### src/rtl/seg_scan_driver.sv
// seg_scan_driver: time-multiplexes three active-low 7-segment codes from the
// BCD counter onto one shared segment bus with per-digit enables, adding
// leading-zero blanking, anti-ghost dead time and overflow blinking.
module seg_scan_driver #(
   parameter int SCAN_DIV   = 50000,
   parameter int DEAD       = 4,
   parameter int BLINK_HALF = 100
) (
   input  logic       clk,
   input  logic       rst,
   input  logic [6:0] seg0_in,
   input  logic [6:0] seg1_in,
   input  logic [6:0] seg2_in,
   input  logic       ovf_in,
   input  logic       blink_en,
   output logic [6:0] seg_out,
   output logic [2:0] dig_sel,
   output logic       frame_tick
);

   localparam int DIV_W = (SCAN_DIV > 1) ? $clog2(SCAN_DIV) : 1;
   localparam int BLK_W = $clog2(BLINK_HALF + 1);

   localparam logic [6:0] CODE_ZERO = 7'b1000000;
   localparam logic [6:0] CODE_DARK = 7'h7F;

   typedef enum logic [1:0] {
      SLOT_UNITS    = 2'd0,
      SLOT_TENS     = 2'd1,
      SLOT_HUNDREDS = 2'd2
   } slot_t;

   slot_t             slot_q, slot_d;
   logic [DIV_W-1:0]  div_cnt_q, div_cnt_d;
   logic [6:0]        code0_q, code0_d;
   logic [6:0]        code1_q, code1_d;
   logic [6:0]        code2_q, code2_d;
   logic              ovf_q, ovf_d;
   logic [BLK_W-1:0]  blink_cnt_q, blink_cnt_d;
   logic              blink_on_q, blink_on_d;
   logic [6:0]        seg_out_q, seg_out_d;
   logic [2:0]        dig_sel_q, dig_sel_d;
   logic              frame_tick_q, frame_tick_d;

   logic              frame_start;
   logic              blink_active;
   logic              hund_blank;
   logic              tens_blank;
   logic              digit_blank;
   logic [6:0]        digit_code;

   // Only an exact '0' pattern counts as zero; any other code is displayed as-is.
   function automatic logic is_zero(input logic [6:0] code);
      return code == CODE_ZERO;
   endfunction

   // Slot sequencing, frame-start latching and blink phase tracking.
   always_comb begin
      div_cnt_d    = div_cnt_q + DIV_W'(1);
      slot_d       = slot_q;
      frame_start  = (slot_q == SLOT_UNITS) && (div_cnt_q == '0);
      blink_active = ovf_q && blink_en;

      if (div_cnt_q == DIV_W'(SCAN_DIV - 1)) begin
         div_cnt_d = '0;
         case (slot_q)
            SLOT_UNITS: slot_d = SLOT_TENS;
            SLOT_TENS:  slot_d = SLOT_HUNDREDS;
            default:    slot_d = SLOT_UNITS;
         endcase
      end

      code0_d      = code0_q;
      code1_d      = code1_q;
      code2_d      = code2_q;
      ovf_d        = ovf_q;
      frame_tick_d = frame_start;
      if (frame_start) begin
         code0_d = seg0_in;
         code1_d = seg1_in;
         code2_d = seg2_in;
         ovf_d   = ovf_in;
      end

      // An idle blinker is parked at count 0 / ON so every episode begins lit.
      blink_cnt_d = blink_cnt_q;
      blink_on_d  = blink_on_q;
      if (!blink_active) begin
         blink_cnt_d = '0;
         blink_on_d  = 1'b1;
      end else if (frame_start) begin
         if (blink_cnt_q == BLK_W'(BLINK_HALF - 1)) begin
            blink_cnt_d = '0;
            blink_on_d  = !blink_on_q;
         end else begin
            blink_cnt_d = blink_cnt_q + BLK_W'(1);
         end
      end
   end

   // Output decode for the current slot; registered so the buses are glitch-free.
   always_comb begin
      hund_blank = is_zero(code2_q);
      tens_blank = hund_blank && is_zero(code1_q);

      digit_code  = CODE_DARK;
      digit_blank = 1'b1;
      case (slot_q)
         SLOT_UNITS: begin
            digit_code  = code0_q;
            digit_blank = 1'b0;
         end
         SLOT_TENS: begin
            digit_code  = code1_q;
            digit_blank = tens_blank;
         end
         SLOT_HUNDREDS: begin
            digit_code  = code2_q;
            digit_blank = hund_blank;
         end
         default: begin
            digit_code  = CODE_DARK;
            digit_blank = 1'b1;
         end
      endcase

      seg_out_d = CODE_DARK;
      dig_sel_d = 3'b111;
      if (!((div_cnt_q < DIV_W'(DEAD)) || digit_blank || (blink_active && !blink_on_q))) begin
         seg_out_d = digit_code;
         dig_sel_d = ~(3'b001 << slot_q);
      end
   end

   // State and output registers with asynchronous active-low reset.
   always_ff @(posedge clk or negedge rst) begin
      if (!rst) begin
         slot_q       <= SLOT_UNITS;
         div_cnt_q    <= '0;
         code0_q      <= CODE_DARK;
         code1_q      <= CODE_DARK;
         code2_q      <= CODE_DARK;
         ovf_q        <= 1'b0;
         blink_cnt_q  <= '0;
         blink_on_q   <= 1'b1;
         seg_out_q    <= CODE_DARK;
         dig_sel_q    <= 3'b111;
         frame_tick_q <= 1'b0;
      end else begin
         slot_q       <= slot_d;
         div_cnt_q    <= div_cnt_d;
         code0_q      <= code0_d;
         code1_q      <= code1_d;
         code2_q      <= code2_d;
         ovf_q        <= ovf_d;
         blink_cnt_q  <= blink_cnt_d;
         blink_on_q   <= blink_on_d;
         seg_out_q    <= seg_out_d;
         dig_sel_q    <= dig_sel_d;
         frame_tick_q <= frame_tick_d;
      end
   end

   assign seg_out    = seg_out_q;
   assign dig_sel    = dig_sel_q;
   assign frame_tick = frame_tick_q;

endmodule
### config.mk
export PLATFORM = sky130hd
export DESIGN_NAME = seg_scan_driver
export DESIGN_NICKNAME = d
export VERILOG_FILES = /design/src/rtl/seg_scan_driver.sv
export SDC_FILE = /design/constraint.sdc
export NUM_CORES = 1
export LEC_CHECK = 0
export CELL_PAD_IN_SITES_DETAIL_PLACEMENT = 1
export CELL_PAD_IN_SITES_GLOBAL_PLACEMENT = 1
export CORE_MARGIN = 5
export CORE_UTILIZATION = 35
export DETAILED_ROUTE_END_ITERATION = 8
export GPL_TIMING_DRIVEN = 0
export HOLD_SLACK_MARGIN = 0.06
export MAX_ROUTING_LAYER = met4
export PLACE_DENSITY = 0.72
export SLEW_MARGIN = 20
export SYNTH_ARGS = -nofsm -noshare
export SYNTH_HDL_FRONTEND = slang
export SYNTH_SLANG_ARGS = --single-unit
### constraint.sdc
create_clock -name clk -period 3.03 [get_ports clk]
set_clock_uncertainty 0.2 [all_clocks]
set_input_delay 0.4545 -clock clk [delete_from_list [all_inputs] [get_ports clk]]
set_output_delay 0.4545 -clock clk [all_outputs]
set_load 0.01 [all_outputs]
Word level (Yosys, flattened, before mapping)
Index checks and enable logic that the tools add are counted.
{"block": "word_totals", "reg_bits": 59, "out_inout_bits": 11, "wordCells": 46}
{"block": "op_classes", "addsub": 2, "magnitude_cmp": 1, "n_eq_ne": 8, "shift": 1, "mux": 12, "bitwise_logic": 1, "n_reduce_logical": 10}
{"cell": "$mux W7", "count": 4}
{"cell": "$eq A7 B7 Y1 const B", "count": 3}
{"cell": "$pmux W7 S3", "count": 1}
{"cell": "$add A16 B1 Y16 const B", "count": 1}
{"cell": "$eq A16 B16 Y1 const B", "count": 1}
{"cell": "$logic_not A16 Y1", "count": 1}
{"cell": "$lt A16 B3 Y1 const B", "count": 1}
{"cell": "$mux W16", "count": 1}
{"cell": "$add A7 B1 Y7 const B", "count": 1}
{"cell": "$logic_and A1 B1 Y1", "count": 4}
{"cell": "$pmux W2 S2", "count": 1}
{"cell": "$mux W1", "count": 3}
{"cell": "$mux W3", "count": 1}
{"cell": "$not A3 Y3", "count": 1}
{"cell": "$pmux W1 S3", "count": 1}
{"cell": "$shl A1 B2 Y3 const A", "count": 1}
{"cell": "$eq A2 B1 Y1 const B", "count": 1}
{"cell": "$eq A2 B2 Y1 const B", "count": 1}
{"cell": "$logic_not A2 Y1", "count": 1}
{"cell": "$logic_or A1 B1 Y1", "count": 2}
{"cell": "$ne A2 B1 Y1 const B", "count": 1}
{"cell": "$ne A2 B2 Y1 const B", "count": 1}
{"cell": "$reduce_and A2 Y1", "count": 1}
{"cell": "$logic_not A1 Y1", "count": 1}

Logic depth before layout (Yosys ltp)
Gate-level depths: netlist of run 1.
{"block": "depth", "depth_word": 6, "ltp_mapped": 7, "depth_no_buf": 6}

Worst setup path after synthesis of run 1
Ideal clock, no wire load.
{"block": "synth_path", "path_type": "register -> register", "start": "register div_cnt_q[0]", "end": "register ovf_q", "t_arrival_ns": 1.698, "required_ns": 2.705, "slack_ns": 1.007, "path_stages_with_launch": 8, "period_less_slack_ns": 2.023, "cell_sequence": "dfrtp_1 > inv_1 > ha_1 > or3b_1 > buf_2 > nor2_4 > buf_6 > mux2_2"}
{"block": "synth_between", "elab_chain_cells": 2}
{"element": "from (decl)", "line": "34", "text": "logic [DIV_W-1:0] div_cnt_q, div_cnt_d;"}
{"element": "from (signal assigned)", "line": "151", "text": "div_cnt_q <= div_cnt_d;"}
{"element": "$logic_not A16 Y1", "line": "61", "text": "frame_start = (slot_q == SLOT_UNITS) && (div_cnt_q == '0);"}
{"element": "$logic_and A1 B1 Y1", "line": "61"}
{"element": "to (signal assigned)", "line": "155", "text": "ovf_q <= ovf_d;"}
{"element": "to (decl)", "line": "38", "text": "logic ovf_q, ovf_d;"}
Every way passes these cells.
A chain may end at the register's enable or synchronous reset.

Final worst setup path of run 1
Ends and elaborated chain as after synthesis.

==> results.md, run 1 <==
- Fin. Hold Viols: 0
- Synth Cell Area: 2790 µm²
- Crit path required time: 3050 ps
- Slew at the pin closest to its max-slew limit: 724 ps
- CTS tree: built
- Leading area contributor after synthesis: dfstp_2
- FF+latch count, synth: 59
- Number of H-tree levels: 3
- CTS Root Cell: clkbuf_8
- Max IR drop VDD: 166 µV
- Total CTS buffers: 9
- Final #Nets: 307
- Die H: 99.2 µm
- First-pass DRT Iterations: 4
- Clk pwr share: 0.424
- Total power: 1.61 mW
- Post-synthesis cell count: 232
- Post-DRT Antenna Nets: 0
- Worst-Skew Late Latency: 330 ps
- Post-Syn Nets: 260
- Dominant synthesized flop cell: dfstp_2
- I/O Buffers: 35
- CP arrival: 2280 ps
- DR iter-0 viols: 65
- Vias/cell: 5.14
- Fmax: 443 MHz
- FP Rows: 32
- Die ar.: 9850 µm²
- Worst setup SP type: flip-flop
- Crit-path max FO: 10
- First-pass GRT wire length: 10700 µm
- Drt wl/cell: 16.5 µm
- DIE WIDTH: 99.2 µm
- Final core utilization: 0.448
- Critical path class: flip-flop to flip-flop
- Post-synth EDFFs: 0
- TritonCTS sink count: 59
- Core area: 7730 µm²
- Crit share post-route: 0.744
- Final-report max-slew violation count: 0
- Largest net degree at the start of global routing: 60
- Max-cap violations: 0
- Internal cell power: 1.26 mW
- Most common cell in the netlist: dfstp_2
- # resized after CTS: 0
- Asr flop ratio synth: 1.00
- Antenna cells: 0
- Worst hold-check path type: flip-flop to flip-flop
- IO Pins: 36
- Critical Path Sink Type: flip-flop
- Syn_area_per_cell: 12.0 µm²
- Setup Fix Bufs, Post-CTS: 0
- Via count: 1983
- DRC Markers: 0
- Layout cells sized above 1: 0.313
- Reg-to-reg slack, setup: 770 ps
- Initial antenna violation count: 0
- Run status: complete, no violations
- Synth warnings: 0
- Switching power: 0.352 mW
- RSZ-0062 raised after global routing: no
- Top cell type's share of synthesized area: 0.302
- Vias in the first global route: 2144
- Synth cell count leaders: dfstp_2 (32), mux2_2 (30), dfrtp_1 (27)
- Sw frac: 0.219
- CTS hold repair buffers: 1
- Pwr Density: 465 nW/µm²
- Distinct cell type count of the synthesized netlist: 43
- Top post-synthesis cells by area: dfstp_2 (30%), dfrtp_1 (24%), mux2_2 (12%), nand3_1 (3.4%), xor2_1 (2.8%)
- Clock Path Buffers: 2
- Sequential area share after synthesis: 0.544
- GRT Util Overall: 0.140
- Logic pwr share: 0.058
- Min cycle time layout: 2260 ps
- Flop pwr share: 0.519
- Clock Pin Slew Worst Setup and Hold Paths: 60 ps
- Total global routing overflow: 0
- Total routed wirelength: 6370 µm
- Pleak: 1.35 nW
- Gpl congestion: 0.770
- Final setup violation count: 0
- Final HPWL DP: 4520 µm
- Slew headroom: 0.517
- Area grow syn2layout: 24.1%
- Starting Density: 0.361
## flip-flops by register name (all words and copies together) (netlist names)
name	flops
div_cnt_q	16
blink_cnt_q	7
code0_q	7
code1_q	7
code2_q	7
seg_out	7
dig_sel	3
slot_q	2
blink_on_q	1
frame_tick	1
ovf_q	1
## through the flow
stage	std cells	hold WS, ps	instance area [µm²]	setup slack, ps	TNS (ps)
after floorplan	232	-41.1	2790	1010	0
after global placement	369	293	3270	-502	-13450
after detailed placement	369	302	3260	759	0
after CTS	386	319	3460	733	0
after global routing	386	329	3460	620	0
final	386	313	3460	775	0
## critical path: stages, from the launching register on
cell	delay, ps
dfrtp_1	430
inv_1	80
ha_1	170
or3b_1	340
buf_2	200
nor2_4	190
buf_6	190
mux2_2	340
## layout make-up
cell class                 instances  area [µm²]
timing repair buffer              36         358
inverter                           5        18.8
multi-input combinational        158        1190
sequential                        59        1520
buffer                            10        62.6
tap                              102         128
clock inverter                     5        53.8
fill                             824        4270
clock buffer                      11         131
## logic make-up (layout without fill, tap and decap cells)
family,after synthesis,count (layout),share of synthesized area
AOI/OAI and AO/OA,24,24,0.0566
and+or+nand+nor,89,89,0.198
adders and majority gates,3,3,0.0135
buffers and inverters,15,67,0.0292
xor gates and xnor gates,12,12,0.0377
muxes,30,30,0.121
DFF,59,59,0.544
## cells in the final DEF (no fill, tap or decap), types with 4 or more instances in the layout
| master | synthesis | final |
|---|---|---|
| o22ai_1 | 7 | 7 |
| inv_1 | 5 | 5 |
| nand3_1 | 19 | 19 |
| nand2_1 | 11 | 11 |
| or3_1 | 5 | 5 |
| clkdlybuf4s50_1 | 0 | 34 |
| clkbuf_1 | 2 | 4 |
| nand4_1 | 8 | 8 |
| dfrtp_1 | 27 | 27 |
| clkbuf_8 | 0 | 9 |
| mux2_2 | 30 | 30 |
| dfstp_2 | 32 | 32 |
| and4_1 | 7 | 7 |
| nor2_1 | 13 | 13 |
| o211ai_1 | 4 | 4 |
| xor2_1 | 9 | 9 |
## final timing paths
check / start / end / cells past startpoint
worst min-delay path: blink_cnt_q[0] / blink_cnt_q[0] / 1
min in group asynchronous: rst / div_cnt_q[5] / 2
worst max-delay path: div_cnt_q[0] / ovf_q / 7
max in group asynchronous: rst / blink_cnt_q[5] / 2
worst max register to register: div_cnt_q[0] / ovf_q / 7
worst min register to register: blink_cnt_q[0] / blink_cnt_q[0] / 1
## per-layer routing
metal | global-route usage | routed length [µm] | up-vias
met5 | - | 0 | -
met4 | 0.0693 | 131 | 0
met3 | 0.0252 | 124 | 11
met2 | 0.210 | 2960 | 25
met1 | 0.183 | 3150 | 1002
li1 | - | - | 945
## power groups by stage
stage / clock network [mW] / registers (mW) / logic, mW
floorplan: 0 / 0.846 / 0.0274
global placement: 0 / 0.846 / 0.0924
detailed placement: 0 / 0.847 / 0.0931
CTS: 0.706 / 0.834 / 0.0948
global route: 0.747 / 0.837 / 0.101
finish: 0.681 / 0.834 / 0.0925
Power figures use the tool's default switching activity.
==> inputs of run 2 (changes only) <==
clock period = 2.4 ns   (was 3.03 ns; I/O delays follow)
==> run 2 against run 1 <==
  * Clock power increased by 26%
  * Sequential power increased by 26%
  * Final cell count unchanged
  * Global-route usage unchanged
  * Critical path depth unchanged
  * Cell area increased by 0.18%
  * Sequential share of layout area decreased by 0.079 points
  * Largest cell class unchanged
  * Highest routed layer unchanged
  * Clock-buffer cell count unchanged
  * Register-to-register slack got worse by 630 ps
  * First-iteration DRC count decreased by 7.7%
  * Worst hold slack about the same
  * Die area unchanged
==> results.md, run 2 (synthesis gave the netlist of run 1 again) <==
- Run status: complete, no violations
- FP Rows: 32
- Die H: 99.2 µm
- Final core utilization: 0.448
- Min cycle time layout: 2250 ps
- RSZ-0062 raised after global routing: no
- CP max-delay cell: dfrtp_1
- Starting Density: 0.361
- Post-DRT Antenna Nets: 0
- Die ar.: 9850 µm²
- I/O Buffers: 35
- Worst setup SP type: flip-flop
- Fin. Hold Viols: 0
- Final-report max-slew violation count: 0
- Worst R2R End: ovf_q
- TritonCTS sink count: 59
- Total routed wirelength: 6360 µm
- First-pass DRT Iterations: 4
- Reg with most FFs: div_cnt_q
- Antenna cells: 0
- Initial antenna violation count: 0
- Max reg flops: 16
- Number of H-tree levels: 3
- First-pass GRT wire length: 10700 µm
- Fmax: 444 MHz
- Fin Setup TNS: 0 ps
- Reg-to-reg slack, setup: 150 ps
- Hold Startpoint: blink_cnt_q[0]
- Gpl congestion: 0.770
- Crit share post-route: 0.938
- CP arrival: 2270 ps
- CP Buf/Inv Count: 3
- Core area: 7730 µm²
- Finished Layout Cells: 386
- Cells after DPL: 369
- Largest net degree at the start of global routing: 60
- Pwr Density: 586 nW/µm²
- IO Pins: 36
- Sw frac: 0.220
- GRT Util Overall: 0.140
- Worst hold-check path type: flip-flop to flip-flop
- Critical path class: flip-flop to flip-flop
- Area grow syn2layout: 24.3%
- Cell family with most CP delay: simple AND/OR/NAND/NOR gates
- Final setup violation count: 0
- Commonest non-fill, non-tap cells in the layout: clkdlybuf4s50_1 (34), dfstp_2 (32), mux2_2 (30), dfrtp_1 (27), nand3_1 (19)
- CTS Root Cell: clkbuf_8
- Logic pwr share: 0.058
- Slew headroom: 0.514
- Setup Fix Bufs, Post-CTS: 0
- DIE WIDTH: 99.2 µm
- Worst-Skew Late Latency: 330 ps
- Total CTS buffers: 9
- Total global routing overflow: 0
- Crit-path cells: inv_1 -> ha_1 -> or3b_1 -> buf_2 -> nor2_4 -> buf_6 -> mux2_2
- DR iter-0 viols: 60
- Vias/cell: 5.15
- Clk pwr share: 0.424
- CTS tree: built
- Drt wl/cell: 16.5 µm
- Max IR drop VDD: 210 µV
- Clock Path Buffers: 2
- Hold EP: blink_cnt_q[0]
- Layout cells sized above 1: 0.317
- R2r startpoint: div_cnt_q[0]
- Max-cap violations: 0
- Worst R2R Path Depth: 7
- Internal cell power: 1.59 mW
- Final HPWL DP: 4520 µm
- Flop pwr share: 0.519
- Crit path required time: 2420 ps
- Via count: 1988
- Final #Nets: 307
- Clock Pin Slew Worst Setup and Hold Paths: 70 ps
- Slew at the pin closest to its max-slew limit: 729 ps
- Commonest non-fill, non-tap cell in the layout: clkdlybuf4s50_1
- Switching power: 0.447 mW
- DRC Markers: 0
- Hold Path Depth: 1
- Pleak: 1.35 nW
- CP peak stage delay: 430 ps
- Crit-path max FO: 10
- Vias in the first global route: 2144
- Critical Path Sink Type: flip-flop
- Hold_ws: 313 ps
## run 2: through the flow
stage	power, mW	area [µm²]	worst slack [ps]
after floorplan	1.10	2790	377
after global placement	1.19	3270	-1040
after detailed placement	1.19	3260	129
after CTS	2.07	3460	103
after global routing	2.13	3460	21.1
final	2.03	3460	148
## run 2: timing repair
action                                  in CTS  in global routing
hold buffers                                 1                  0
gates resized for setup                      0                  1
endpoints found under the setup margin       0                  1
endpoints found under the hold margin       27                  0
## run 2: worst max-delay path by stage
stage / cells after the start / from / slack [ps] / to
final: 7 / div_cnt_q[0] / 150 / ovf_q
after global routing: 7 / div_cnt_q[0] / 20 / ovf_q
after CTS: 7 / div_cnt_q[0] / 100 / ovf_q
after detailed placement: 7 / div_cnt_q[0] / 130 / ovf_q
after global placement: 1 / rst / -1040 / slot_q[0]
after floorplan: 7 / div_cnt_q[0] / 380 / ovf_q
## run 2: area by class of cell
| class | instances | area [µm²] |
|---|---|---|
| Clock buffer | 11 | 131 |
| Buffer | 10 | 62.6 |
| Sequential cell | 59 | 1520 |
| Fill cell | 823 | 4260 |
| Multi-Input combinational cell | 158 | 1200 |
| Inverter | 5 | 18.8 |
| Timing Repair Buffer | 36 | 358 |
| Clock inverter | 5 | 53.8 |
| Tap cell | 102 | 128 |
## run 2: worst reg2reg max path, cell delays in order (launching register included)
cell,delay [ps]
dfrtp_1,430
inv_1,80
ha_1,170
or3b_1,340
buf_2,200
nor2_4,190
buf_6,190
mux2_2,340
## run 2: metal layers
metal / share of wire / up-vias / GRT usage
met2: 0.47 / 28 / 0.210
met4: 0.018 / 0 / 0.0693
li1: - / 946 / -
met1: 0.49 / 1004 / 0.183
met3: 0.022 / 10 / 0.0252
met5: 0 / - / -
## run 2: power groups by stage
| stage | clock, mW | combinational (mW) | sequential (mW) |
|---|---|---|---|
| after floorplan | 0 | 0.0346 | 1.07 |
| after global routing | 0.943 | 0.128 | 1.06 |
| after CTS | 0.892 | 0.120 | 1.05 |
| final | 0.861 | 0.117 | 1.05 |
| after global placement | 0 | 0.117 | 1.07 |
| after detailed placement | 0 | 0.118 | 1.07 |
==> RTL edit 1, RTL diff (settings of run 2) <==
Put one more register stage on the output `seg_out`, with the module's reset. The value now appears one clock later. The other outputs are not delayed to match.
--- a/src/rtl/seg_scan_driver.sv
+++ b/src/rtl/seg_scan_driver.sv
@@ -161,7 +161,13 @@
       end
    end
 
-   assign seg_out    = seg_out_q;
+   always_ff @(posedge clk or negedge rst) begin
+      if (!rst) begin
+         seg_out <= '0;
+      end else begin
+         seg_out <= seg_out_q;
+      end
+   end
    assign dig_sel    = dig_sel_q;
    assign frame_tick = frame_tick_q;
 
Check against the original RTL: not equivalent (Yosys sat finds a counterexample within 4 cycles, from zero or initial values and one cycle with rst low).
==> RTL edit 1 against run 2 <==
Final area grew 8.2%. Setup slack better by 0.034 ns. Sequential cell count rose by 7. Total power increased by 16%. Cell count grew 2.8%. Largest power group unchanged. First-iteration DRC count increased by 23%. Area after synthesis grew 7.9%. Via count increased by 3.5%. Non-clock buffer count fell by 3. Highest routed layer unchanged. Combinational power increased by 14%. Routed wire length rose by 9.8%.
==> RTL edit 1: results (changes against run 2) <==
drt total wl 6.984 mm (+9.8%); RD Place Congestion 0.8373 (+8.7%); sequential share of the synthesized area 56.24% (+1.8 points); Post-synth top cells dfrtp_1 (34), dfstp_2 (32), nor2_1 (18); largest net degree at the start of global routing 60 (unchanged); layout net count 315 (+2.6%); clock insertion delay at the later pin of the skew report 0.35 ns (+0.02 ns); HP Class in -> async; Placed Instance Area 3515 sq um (+7.7%); Synth area leaders dfrtp_1 (28%), dfstp_2 (28%), mux2_4 (7.0%), mux2_2 (3.7%), mux2i_1 (2.7%); ratio of cells with drive above 1 in the final layout 30.14% (-1.6 points); FF-to-FF setup slack 0.18 ns (+0.03 ns); Slew @ Worst Pin 0.8176 ns (+0.08813 ns); Seq. pwr 0.00118 W (+12%); Top delay family on crit path simple AND/OR/NAND/NOR gates; DP Cell Count 380 (+3.0%); Via Count 2,057 (+3.5%); Clock power frac 44.2% (+1.8 points); met2 Use GR 22.89% (+1.9 points); WP data arrival 2.25 ns (-0.02 ns); GRT Util Overall 14.55% (+0.51 points); met3 Usage GRT 4.939% (+2.4 points); DP HPWL 5.057 mm (+12%); met1 usage 17.88% (-0.42 points); final hold slack 0.1826 ns (-0.1303 ns); worst setup path startpoint div_cnt_q[12]; clk slew on worst S/H paths 0.08 ns; Power Total 0.002361 W (+16%); met1 wire length 3.098 mm (-1.3%); Max IR drop VDD 323.7 uV (+54%); CTS resizes 0 (unchanged); Leak Pwr 1.565 nW (+16%); DRT Pass-1 Iters 5 (+1); internal power 0.001834 W (+16%); vias in the first global route 2,173 (+1.4%); Crit Path Max Fanout 10 (unchanged); met3 wire length 315 microns (+130%); status finished clean; DR iter-0 viols 74 (+23%); fin cells 397 (+2.8%); post-synth cell types 49 (+14%); first-pass GRT wire length 11.25 mm (+5.4%); Mapped Cells 239 (+3.0%); Yosys top cell by area dfrtp_1; WL met2 3.485 mm (+17%)
## RTL edit 1: cell count changes after synthesis, moves of 5 or more
cell	before	now
mux2_2	30	10
mux2i_1	0	8
nor2_1	13	18
dfrtp_1	27	34
nand3_1	19	9
a31oi_1	0	6
and4_1	7	1
mux2_4	0	14
nor3_1	3	8
o22ai_1	7	0
## RTL edit 1: cells by family (layout without fill, tap and decap cells)
kind of cell / count (synthesis) / after routing / share of synthesized area, %
adders and majority gates: 3 / 3 / 1.248
AOI/OAI and AO/OA: 27 / 27 / 6.614
xor gates and xnor gates: 13 / 13 / 3.785
and+or+nand+nor: 84 / 84 / 15.52
DFF: 66 / 66 / 56.24
buffers and inverters: 14 / 67 / 3.203
muxes: 32 / 32 / 13.39
## RTL edit 1: how the worst max path moves through the flow
| stage | slack, ns | endpoint |
|---|---|---|
| after global routing | 0.06 | slot_q[0] |
| after CTS | 0.17 | ovf_q |
| after detailed placement | 0.18 | ovf_q |
| after floorplan | 0.43 | slot_q[0] |
| final | 0.18 | ovf_q |
| after global placement | -1.34 | div_cnt_q[11] |
## RTL edit 1: cell type report
| type | instances | area [sq um] |
|---|---|---|
| clock buffer | 9 | 123.9 |
| inverter | 8 | 35.03 |
| clock inverter | 7 | 98.84 |
| buffer | 6 | 61.31 |
| timing repair buffer | 37 | 385.4 |
| tap | 105 | 131.4 |
| fill | 874 | 4552 |
| multi-input combinational | 159 | 1220 |
| sequential | 66 | 1692 |
## RTL edit 1: worst register-to-register path, stage by stage (launching register included)
cell and delay, ns:
dfrtp_1 0.42, nor3_1 0.39, and4_1 0.29, buf_6 0.15
nand2_4 0.06, clkinv_4 0.12, buf_12 0.17, mux2_4 0.32
==> RTL edit 2, RTL diff (config.mk and constraints of run 2) <==
Made on the original files. Change the parameter `BLINK_HALF` from 100 to 50.
--- a/src/rtl/seg_scan_driver.sv
+++ b/src/rtl/seg_scan_driver.sv
@@ -4,7 +4,7 @@
 module seg_scan_driver #(
    parameter int SCAN_DIV   = 50000,
    parameter int DEAD       = 4,
-   parameter int BLINK_HALF = 100
+   parameter int BLINK_HALF = 50
 ) (
    input  logic       clk,
    input  logic       rst,
Formal check against the unedited RTL: same outputs for any inputs over 10 cycles, from zero or initial values and one cycle with rst low; that may be too few to reach the edited logic, so the function may still have changed.
==> RTL edit 2 against run 2 <==
Sequential share of layout area shrank 0.64 points. Largest cell class unchanged. Largest power group unchanged. Global-route usage up 0.30 points. Count of clock-buffer cells in the layout rose by 1. Cell count shrank 1.0%. Total power grew 7.7%. Area after synthesis down 3.8%. Worst hold slack worse by 0.0065 ns. Sequential cell count is 1 lower. Setup slack worse by 0.031 ns. Routed wire length down 2.3%. Final area down 0.18%.
==> RTL edit 2: results (changes against run 2) <==
sequential share of the synthesized area 55.60% (+1.2 points); RR Endpoint dig_sel[2]; Max IR drop VDD 263.4 uV (+26%); first-pass GRT wire length 10.63 mm (-0.39%); met2 Use GR 22.93% (+1.9 points); GRT Util Overall 14.34% (+0.30 points); Seq. pwr ~0.0010 W; antenna fix cells 0 (unchanged); vias in the first global route 2,117 (-1.3%); Post-Syn Area per Cell 11.82 sq um (-1.7%); WP data arrival 2.35 ns (+0.08 ns); FF-to-FF setup slack 0.12 ns (-0.03 ns); ratio of cells with drive above 1 in the final layout 33.21% (+1.5 points); final worst-path cycle share 95.14% (+1.3 points); DP HPWL 4.505 mm (-0.35%); met3 Usage GRT 4.164% (+1.6 points); Synth area leaders dfstp_2 (31%), dfrtp_1 (24%), mux2_2 (13%), nand2_1 (2.7%), xnor2_1 (2.0%); Clock power frac 47.1% (+4.7 points); HP Class reg -> reg; PortBufs 35 (unchanged); part of the power in registers 47.4% (-4.5 points); Worst setup endpoint dig_sel[2]; met1 usage 17.83% (-0.47 points); Largest Register div_cnt_q; Syn Nets 256 (-1.5%); status finished clean; worst-case reg-to-reg path depth 4 (-3); Via Count 1,917 (-3.6%); internal power 0.001731 W (+9.2%); CP max stage cell or4b_2; Placed Instance Area 3186 sq um (-2.4%); Hold Path Sink div_cnt_q[13]; Post-synth top cells dfstp_2 (32), mux2_2 (31), dfrtp_1 (26); met3 wire length 164 microns (+18%); largest net degree at the start of global routing 59 (-1.7%); met1 wire length 2.895 mm (-7.8%); RD Place Congestion 0.7746 (+0.56%); antenna violations before repair 0 (unchanged); WL met2 3.099 mm (+4.3%); Leak Pwr 1.362 nW (+0.80%); final hold slack 0.3064 ns (-0.006512 ns); DR iter-0 viols 62 (+3.3%); worst setup path startpoint code2_q[6]; row cnt 32 (unchanged); post-synth cell types 40 (-7.0%); fin cells 382 (-1.0%); DP Cell Count 365 (-1.1%); pre-CTS WS -0.05421 ns (-0.1829 ns); Slew @ Worst Pin 0.6330 ns (-0.09649 ns); routed len/inst 16.27 microns (-1.3%); CP peak stage delay 0.59 ns (+0.16 ns); Hold Startpoint div_cnt_q[13]; Crit Path Max Fanout 9 (-1); top sig layer met4; layout net count 304 (-0.98%)
## RTL edit 2: cell count changes in the layout (fill, tap and decap cells not counted), moves of 4 or more
cell,before,now
a21oi_1,2,6
nand2_1,11,19
nand3_1,19,7
nand2b_1,0,4
nor4_1,0,5
## RTL edit 2: logic make-up after synthesis
logic type,after synthesis,share of synthesized area (%)
xor+xnor,12,3.918
compound gates,26,6.017
simple gates,80,16.70
fa+ha+maj,4,1.866
flops,58,55.60
mux,32,13.39
buf+inv,15,2.518
## RTL edit 2: timing repair
action,in CTS,in global routing
buffers inserted,0,0
gates resized for setup,1,3
hold endpoints to repair,26,0
endpoints found under the setup margin,19,22
hold buffers,1,0
pin swaps,0,0
## RTL edit 2: final cells by class
type,instances,area [sq um]
fillers,824,4149
flip-flops and latches,58,1491
multi-input cells,154,1145
repair buffers,37,385.4
clock buffers,12,187.7
well taps,102,127.6
clock inverters,4,53.80
plain buffers,9,45.04
inverters,6,22.52
